`src/rtl/axis_video_packer.sv`:
```
// ---------------------------------------------------------------------------
// axis_video_packer
//
// Bridges the pixel generator / timing stage to the HDMI block-design
// AXI4-Stream video input. Visible 12-bit pixels are captured together with
// their frame/line position tags, expanded to 24-bit colour, buffered in a
// small first-word-fall-through FIFO, and presented as an AXI4-Stream master
// that honours backpressure. If the sink stalls long enough to overflow the
// FIFO, the block records the overflow and resynchronises at the next frame
// start so the sink never sees a torn frame.
//
// Ports:
//   pixel_clk   - pixel clock; all logic runs on its rising edge
//   aresetn     - asynchronous active-low reset, synchronous release
//   pixel_x     - current column from the timing stage
//   pixel_y     - current row from the timing stage
//   video_on    - high in the visible area; qualifies rgb_in
//   rgb_in      - pixel colour {R4,G4,B4}
//   tdata       - stream pixel {R8,B8,G8}; zero while tvalid is low
//   tvalid      - stream valid (FIFO non-empty)
//   tuser       - start of frame, high on pixel (0,0)
//   tlast       - end of line, high on pixel x = H_ACTIVE-1
//   tready      - stream ready from the sink
//   overflow    - sticky flag: a pixel was dropped while streaming
//   frame_done  - one-cycle pulse after the final pixel of a frame is accepted
//   fifo_level  - current FIFO occupancy
// ---------------------------------------------------------------------------
module axis_video_packer #(
    parameter int H_ACTIVE   = 640,
    parameter int V_ACTIVE   = 480,
    parameter int FIFO_DEPTH = 16
) (
    input  logic                          pixel_clk,
    input  logic                          aresetn,
    input  logic [9:0]                    pixel_x,
    input  logic [9:0]                    pixel_y,
    input  logic                          video_on,
    input  logic [11:0]                   rgb_in,
    output logic [23:0]                   tdata,
    output logic                          tvalid,
    output logic                          tuser,
    output logic                          tlast,
    input  logic                          tready,
    output logic                          overflow,
    output logic                          frame_done,
    output logic [$clog2(FIFO_DEPTH):0]   fifo_level
);

    localparam int PTR_W = $clog2(FIFO_DEPTH);
    localparam int LVL_W = PTR_W + 1;

    localparam logic [9:0]       X_LAST   = 10'(H_ACTIVE - 1);
    localparam logic [9:0]       Y_LAST   = 10'(V_ACTIVE - 1);
    localparam logic [LVL_W-1:0] LVL_FULL = LVL_W'(FIFO_DEPTH);
    localparam logic [LVL_W-1:0] LVL_ONE  = LVL_W'(1);
    localparam logic [PTR_W-1:0] PTR_ONE  = PTR_W'(1);

    // One buffered pixel. last_line rides along so frame_done can be
    // generated at the moment the sink actually takes the final pixel.
    typedef struct packed {
        logic        last_line;
        logic        sof;
        logic        eol;
        logic [23:0] data;
    } entry_t;

    typedef enum logic [1:0] {
        SYNC_WAIT,
        STREAM,
        DROP
    } state_t;

    state_t            state;
    entry_t            cap_entry;
    logic              cap_valid;
    entry_t            new_entry;

    entry_t            mem [FIFO_DEPTH];
    logic [PTR_W-1:0]  wr_ptr;
    logic [PTR_W-1:0]  rd_ptr;
    logic [LVL_W-1:0]  level;
    entry_t            head;

    logic              full;
    logic              empty;
    logic              pop;
    logic              push;
    logic              drop_in_stream;

    // Colour expansion and tag generation for the pixel currently on the
    // inputs. Nibble replication maps 0xF to 0xFF exactly, so full-scale
    // colours stay full-scale after expansion.
    always_comb begin
        new_entry           = '0;
        new_entry.data      = {rgb_in[11:8], rgb_in[11:8],
                               rgb_in[3:0],  rgb_in[3:0],
                               rgb_in[7:4],  rgb_in[7:4]};
        new_entry.sof       = (pixel_x == 10'd0) && (pixel_y == 10'd0);
        new_entry.eol       = (pixel_x == X_LAST);
        new_entry.last_line = (pixel_y == Y_LAST);
    end

    // Capture stage: registers each visible pixel with its tags. The FIFO
    // write decision is made one cycle later from this register, which is
    // why a pixel reaches the stream one edge after it is captured.
    always_ff @(posedge pixel_clk or negedge aresetn) begin
        if (!aresetn) begin
            cap_valid <= 1'b0;
            cap_entry <= '0;
        end else begin
            cap_valid <= video_on;
            if (video_on) begin
                cap_entry <= new_entry;
            end
        end
    end

    assign full  = (level == LVL_FULL);
    assign empty = (level == '0);
    assign pop   = !empty && tready;

    // Write decision per state. In STREAM a full FIFO can still accept a
    // pixel when the sink pops in the same cycle. In DROP a frame start is
    // only taken once the FIFO has fully drained, so the tail of the broken
    // frame is never glued onto the start of the new one.
    always_comb begin
        push           = 1'b0;
        drop_in_stream = 1'b0;
        unique case (state)
            SYNC_WAIT: push = cap_valid && cap_entry.sof;
            STREAM: begin
                push           = cap_valid && (!full || pop);
                drop_in_stream = cap_valid && full && !pop;
            end
            DROP:      push = cap_valid && cap_entry.sof && empty;
            default: begin
                push           = 1'b0;
                drop_in_stream = 1'b0;
            end
        endcase
    end

    // Frame synchronisation FSM with the sticky overflow flag. Overflow is
    // only cleared by reset so software can detect that a frame was lost
    // even after the stream has recovered.
    always_ff @(posedge pixel_clk or negedge aresetn) begin
        if (!aresetn) begin
            state    <= SYNC_WAIT;
            overflow <= 1'b0;
        end else begin
            unique case (state)
                SYNC_WAIT: begin
                    if (push) begin
                        state <= STREAM;
                    end
                end
                STREAM: begin
                    if (drop_in_stream) begin
                        state    <= DROP;
                        overflow <= 1'b1;
                    end
                end
                DROP: begin
                    if (push) begin
                        state <= STREAM;
                    end
                end
                default: state <= SYNC_WAIT;
            endcase
        end
    end

    // FIFO storage. Contents need no reset: the pointers and level define
    // which entries are live, and those are cleared asynchronously.
    always_ff @(posedge pixel_clk) begin
        if (push) begin
            mem[wr_ptr] <= cap_entry;
        end
    end

    // FIFO pointers and occupancy. Pointers wrap naturally because the
    // depth is a power of two; push and pop together leave the level as is.
    always_ff @(posedge pixel_clk or negedge aresetn) begin
        if (!aresetn) begin
            wr_ptr <= '0;
            rd_ptr <= '0;
            level  <= '0;
        end else begin
            if (push) begin
                wr_ptr <= wr_ptr + PTR_ONE;
            end
            if (pop) begin
                rd_ptr <= rd_ptr + PTR_ONE;
            end
            unique case ({push, pop})
                2'b10:   level <= level + LVL_ONE;
                2'b01:   level <= level - LVL_ONE;
                default: level <= level;
            endcase
        end
    end

    // End-of-frame pulse, raised the cycle after the sink accepts the last
    // pixel of the last visible line.
    always_ff @(posedge pixel_clk or negedge aresetn) begin
        if (!aresetn) begin
            frame_done <= 1'b0;
        end else begin
            frame_done <= pop && head.eol && head.last_line;
        end
    end

    // First-word-fall-through output: the head entry is shown directly and
    // only changes on a pop, so it holds while the sink stalls. The payload
    // is forced to zero whenever nothing is valid.
    assign head       = mem[rd_ptr];
    assign tvalid     = !empty;
    assign tdata      = tvalid ? head.data : 24'd0;
    assign tuser      = tvalid && head.sof;
    assign tlast      = tvalid && head.eol;
    assign fifo_level = level;

endmodule

```
`config.mk`:
```
export PLATFORM = sky130hd
export DESIGN_NAME = axis_video_packer
export DESIGN_NICKNAME = d
export VERILOG_FILES = /design/src/rtl/axis_video_packer.sv
export SDC_FILE = /design/constraint.sdc
export NUM_CORES = 1
export LEC_CHECK = 0
export BUFFER_PORTS_ARGS = -buffer_cell sky130_fd_sc_hd__buf_2
export CORE_ASPECT_RATIO = 1.2
export CORE_MARGIN = 10
export CORE_UTILIZATION = 40
export CTS_BUF_LIST = sky130_fd_sc_hd__clkbuf_8
export DETAILED_ROUTE_END_ITERATION = 10
export PLACE_DENSITY = 0.57
export SLEW_MARGIN = 30
export SYNTH_ARGS = -nofsm -noshare
export SYNTH_HDL_FRONTEND = slang
export SYNTH_SLANG_ARGS = --single-unit
```
`constraint.sdc`:
```
create_clock -name pixel_clk -period 4.4 [get_ports pixel_clk]
set_clock_uncertainty 0.05 [all_clocks]
set_input_delay 0.44 -clock pixel_clk [delete_from_list [all_inputs] [get_ports pixel_clk]]
set_output_delay 0.44 -clock pixel_clk [all_outputs]
set_load 0.005 [all_outputs]
```
### After elaboration in Yosys (flattened, before gate mapping)

Memories as Yosys holds them, arrays and structs flattened.
Index checks and enable logic that the tools add are counted.

* memories kept: 1
* bits of input ports: 36
* register bits: 45
* RAM bits: 432

* add/subtract/negate cells: 4
* reductions and logical operators: 23
* equal/unequal tests: 9
* multiplexer cells: 9

Memories
* mem: words 16, width 27, rd ports 1, clocked after Yosys merged registers in 0, write ports 1, RTL line 78 `entry_t mem [FIFO_DEPTH];`

Operator list (number)
* two-way mux 24 bit: 1
* logical NOT 10 bit: 2
* logical AND 1 bit: 11
* equality test 10 bit (second input constant): 1
* equality test 10 x 9 -> 1 bit (second input constant): 1
* one-hot mux 5 bit (2 select lines): 1
* adder 4 x 1 -> 4 bit (second input constant): 2
* adder 5 x 1 -> 5 bit (second input constant): 1
* equality test 5 bit (second input constant): 1
* logical NOT 5 bit: 1
* subtractor 5 x 1 -> 5 bit (second input constant): 1
* equality test 2 x 1 -> 1 bit (second input constant): 2
* equality test 2 bit (second input constant): 2
* two-way mux 2 bit: 2
* one-hot mux 2 bit (2 select lines): 1
* AND reduction 2 bit: 2
* logical NOT 1 bit: 3
* two-way mux 1 bit: 3
* one-hot mux 1 bit (3 select lines): 1
* logical NOT 2 bit: 1
* inequality test 2 x 1 -> 1 bit (second input constant): 1
* inequality test 2 bit (second input constant): 1
* nonzero test 2 bit: 1
* OR reduction 2 bit: 1
* logical OR 1 bit: 1

### Depth between registers and ports, before layout

* depth in word-level cells: 8
* mapped depth: 14
* depth with buffers taken out: 11

### Least setup slack after synthesis

Ideal clock, no wire load.

* path kind: flip-flop to flip-flop
* start: reg level[2], in the netlist fifo_level[2]
* end: reg level[4], in the netlist fifo_level[4]
* arrival: 3091 ps
* setup slack: 1134 ps
* buffers on the path: 3
* setup time: 125 ps
* data required time: 4225 ps
* stages on the path, launching flop included: 15
* path through: dfrtp_1 buf_6 or4_4 o32ai_4 o21a_4 buf_6 inv_1 ha_1 clkbuf_1 xor2_1 ha_1 a21o_1 a22oi_1 nor3_1 a2111oi_0

* cells in the longest elaborated chain, start to end: 8
* elaborated cells between the ends (all ways): 15
* those cells by class: add/sub (2); eq/ne (3); mux (2); reduce/logical (8)

RTL lines
* start: declaration: RTL line 81 `logic [LVL_W-1:0] level;`
* start signal: assignment: RTL line 196 `2'b10: level <= level + LVL_ONE;`
* start signal: assignment: RTL line 197 `2'b01: level <= level - LVL_ONE;`
* start signal: assignment: RTL line 198 `default: level <= level;`
* logical NOT 5 bit: RTL line 119 `assign empty = (level == '0);`
* logical NOT 1 bit: RTL line 120 `assign pop = !empty && tready;`
* logical AND 1 bit: RTL line 120
* logical OR 1 bit: RTL line 132 `push = cap_valid && (!full || pop);`
* logical AND 1 bit: RTL line 132
* one-hot mux 1 bit (3 select lines): RTL line 129 `unique case (state)`
* equality test 2 x 1 -> 1 bit / equality test 2 bit (equally long branches): RTL line 195 `unique case ({push, pop})`
* one-hot mux 5 bit (2 select lines) / nonzero test 2 bit (equally long branches)

Several ways; a longest one is shown, not always the timed one.
A chain may end at the register's enable or synchronous reset.

### Worst setup path in the final report

* start: reg cap_entry[25] in the netlist's numbering
* end: reg level[4], in the netlist fifo_level[4]

* cells in the longest elaborated chain, start to end: 5
* elaborated cells between the ends (all ways): 7
* those cells by class: eq/ne (2); mux (2); reduce/logical (3)

RTL lines
* start: declaration: RTL line 74 `entry_t cap_entry;`
* start signal: assignment: RTL line 113 `cap_entry <= new_entry;`
* logical AND 1 bit *: RTL line 130, 135
* logical AND 1 bit: RTL line 135 `DROP: push = cap_valid && cap_entry.sof && empty;`
* one-hot mux 1 bit (3 select lines) *: RTL line 129
* equality test 2 x 1 -> 1 bit / equality test 2 bit (equally long branches): RTL line 195
* one-hot mux 5 bit (2 select lines) / nonzero test 2 bit (equally long branches)

Every way passes the cells marked *; elsewhere a longest branch is shown, timed or not.

==> impl_metrics.env <==
export IMPL_status="completed"
export IMPL_grt_max_degree=64
export IMPL_synth_edff_count=240
export IMPL_crit_path_start_kind="flop"
export IMPL_switching_power_mw=2.18
export IMPL_die_w_um=171
export IMPL_fin_crit_sh_pct=79.4
export IMPL_grt_pass1_wl_mm=36.1
export IMPL_clock_sinks=273
export IMPL_critPathMaxFanout=19
export IMPL_drv_slew=0
export IMPL_grt_pass1_vias=6001
export IMPL_p_per_area_nw_per_um2=577
export IMPL_multi_input_area_um2=2680
export IMPL_path_clk_slew_ns=0.06
export IMPL_ys_warn_count=0
export IMPL_synth_top_area_share_pct=65.6
export IMPL_slew_headroom_pct=38.3
export IMPL_via_per_inst=5.40
export IMPL_crit_type="flop to flop"
export IMPL_core_area_um2=27100
export IMPL_wl_mm=23.7
export IMPL_post_cts_resized=0
export IMPL_hp_class="input port to flop"
export IMPL_cts_tree="yes"
export IMPL_syn_inst=544
export IMPL_synth_area_per_cell_um2=20.2
export IMPL_crit_path_frequent_cell="ha_1"
export IMPL_drv_cap=0
export IMPL_power_frac_seq_pct=46.0
export IMPL_gp_congestion=0.795
export IMPL_layout_common_cells="240 x edfxtp_1, 69 x buf_2, 60 x mux4_2, 43 x clkbuf_8, 30 x dfrtp_1"
export IMPL_drc=0
export IMPL_die_area_um2=34500
export IMPL_nets=677
export IMPL_vias=5413
export IMPL_seq_area_frac_synth_pct=73.2
export IMPL_arrival_ns=3.83
export IMPL_layout_commonest_cell="edfxtp_1"
export IMPL_ant_nets=0
export IMPL_p_clk_share_pct=26.1
export IMPL_insertion_delay_ns=0.52
export IMPL_power_mw=7.17
export IMPL_p_leak_nw=4.37
export IMPL_post_cts_buffers=0
export IMPL_ioPinCount=70
export IMPL_crit_chain="or3b_2 -> o32ai_4 -> o21a_4 -> inv_1 -> ha_1 -> xor2_1 -> ha_1 -> a21o_1 -> a22oi_1 -> nor3_1 -> a2111oi_0"
export IMPL_hold_violations=0
export IMPL_slowest_delay_ns=0.67
export IMPL_netlist_top_cells_area="edfxtp_1 66%, mux4_2 12%, dfrtp_1 7.5%, mux2i_1 2.6%, mux2_2 1.7%"
export IMPL_wire_per_inst_um=23.7
export IMPL_period_needed_ns=3.49
export IMPL_cts_buffers=41
export IMPL_tightest_slew_ns=0.926
export IMPL_clockRootBuffer="clkbuf_8"
export IMPL_die_h_um=201
export IMPL_synth_distinct_cells=51
export IMPL_required_ns=4.74
export IMPL_area_growth_pct=13.1
export IMPL_fmax_mhz=286
export IMPL_switching_share_pct=30.3
export IMPL_first_pass_iters=4
export IMPL_io_buffer_count=69
export IMPL_antenna_found_initial=0
export IMPL_grt_overflow=0
export IMPL_fin_tns_setup_ns=0
export IMPL_irDropWorstVdd_mv=0.300
export IMPL_rows=66
export IMPL_antennaDiodeCount=0
export IMPL_first_iter_violations=353
export IMPL_setup_viol=0
export IMPL_cts_max_level=2
export IMPL_rsz0062_at_grt="no"
export IMPL_p_int_mw=4.99
export IMPL_crit_path_end_kind="flop"
export IMPL_ff_latch_area_um2=8040
export IMPL_start_util_pct=40.5
export IMPL_cts_max_path_buffers=3
export IMPL_dp_hpwl_mm=14.0
export IMPL_grtUsageTotal_pct=14.0
export IMPL_cts_hold_buffers=1
export IMPL_fill_cells=2303
export IMPL_synth_area_um2=11000
export IMPL_async_flop_share_pct=12.1
export IMPL_crit_slowest_cell="dfrtp_1"
export IMPL_synth_largest_area_cell="edfxtp_1"
export IMPL_synth_ff_type="edfxtp_1"
export IMPL_drive_gt1_share_pct=34.1
export IMPL_ys_ff_latch=273
export IMPL_p_comb_share_pct=27.9
export IMPL_synth_fp_nets=588
==> area by class of cell <==
class	count	area share [%]
Timing Repair Buffer	85	4.03
Multi-Input combinational cell	222	21.6
Clock inverter	29	1.14
Inverter	10	0.302
Tap cell	340	3.43
Clock buffer	43	4.77
Sequential cell	273	64.8
==> power by group through the flow <==
stage	clock [mW]	combinational (mW)	sequential, mW
after floorplan	0	1.69	3.13
after global placement	0	1.93	3.42
after detailed placement	0	1.95	3.45
after CTS	1.92	1.96	3.39
after global routing	2.03	2.19	3.34
final	1.87	2.00	3.30
==> routing by layer <==
| layer | share of wire, % | global-route usage, % | vias up |
|---|---|---|---|
| met4 | 2.6 | 5.04 | 0 |
| met2 | 51 | 23.8 | 171 |
| li1 | - | - | 2393 |
| met1 | 40 | 17.1 | 2808 |
| met5 | 0 | 0 | - |
| met3 | 6.2 | 3.02 | 41 |
==> cells by family (layout without fill, tap and decap cells) <==
| kind of cell | Yosys count | in the layout | synth area share (%) |
|---|---|---|---|
| compound gates | 38 | 38 | 2.64 |
| mux | 105 | 105 | 16.6 |
| xor+xnor | 11 | 11 | 0.877 |
| simple gates | 60 | 60 | 3.26 |
| buf+inv | 49 | 167 | 2.54 |
| fa+ha+maj | 8 | 8 | 0.912 |
| flops | 273 | 273 | 73.2 |
==> registers in the layout, indices dropped and copies added (netlist names) <==
register and cells:
mem 240, cap_entry 15, fifo_level 5, rd_ptr 4, wr_ptr 4, state 2
cap_valid 1, frame_done 1, overflow 1
==> cells in the mapped netlist (all sizes together) (7+ instances only) <==
cell type	n
mux2i	28
edfxtp	240
o22ai	14
and3	14
inv	10
buf	32
clkbuf	7
dfrtp	33
mux2	17
ha	8
mux4	60
nor2	7
==> path summary, 6_finish.rpt <==
| kind | from | end | slack (ns) | depth (start not counted) |
|---|---|---|---|---|
| setup / recovery | cap_entry[25] | fifo_level[4] | 0.91 | 11 |
| hold / removal | rgb_in[10] | cap_entry[22] | 0.1 | 2 |
| setup reg to reg | cap_entry[25] | fifo_level[4] | 0.91 | 11 |
| hold reg to reg | overflow | overflow | 0.46 | 1 |
| max in group asynchronous | aresetn | rd_ptr[0] | 3.15 | 2 |
| min in group asynchronous | aresetn | fifo_level[3] | 0.52 | 2 |
==> critical path: cells and delay by family, from the launching register on <==
kind | cells | cell delay (ns)
AO/OA/AOI/OAI | 5 | 1.20
AND/OR/NAND/NOR | 2 | 0.60
adder cells (fa/ha/maj) | 2 | 0.56
XOR/XNOR | 1 | 0.20
buffers and inverters | 1 | 0.08
flip-flops | 1 | 0.67
==> metrics by stage <==
stage	setup WS [ns]	utilization (%)	cells	cell area [um2]	hold WS [ns]
6_report	0.909	45.8	1002	12400	0.0994
5_1_grt	0.613	45.8	1002	12400	0.0773
4_1_cts	0.913	45.7	1001	12400	0.0701
3_5_place_dp	0.928	43.0	928	11600	0.431
3_3_place_gp	1.10	43.0	928	11600	0.457
2_1_floorplan	1.13	-	544	11000	0.0944
Power figures use the tool's default switching activity.
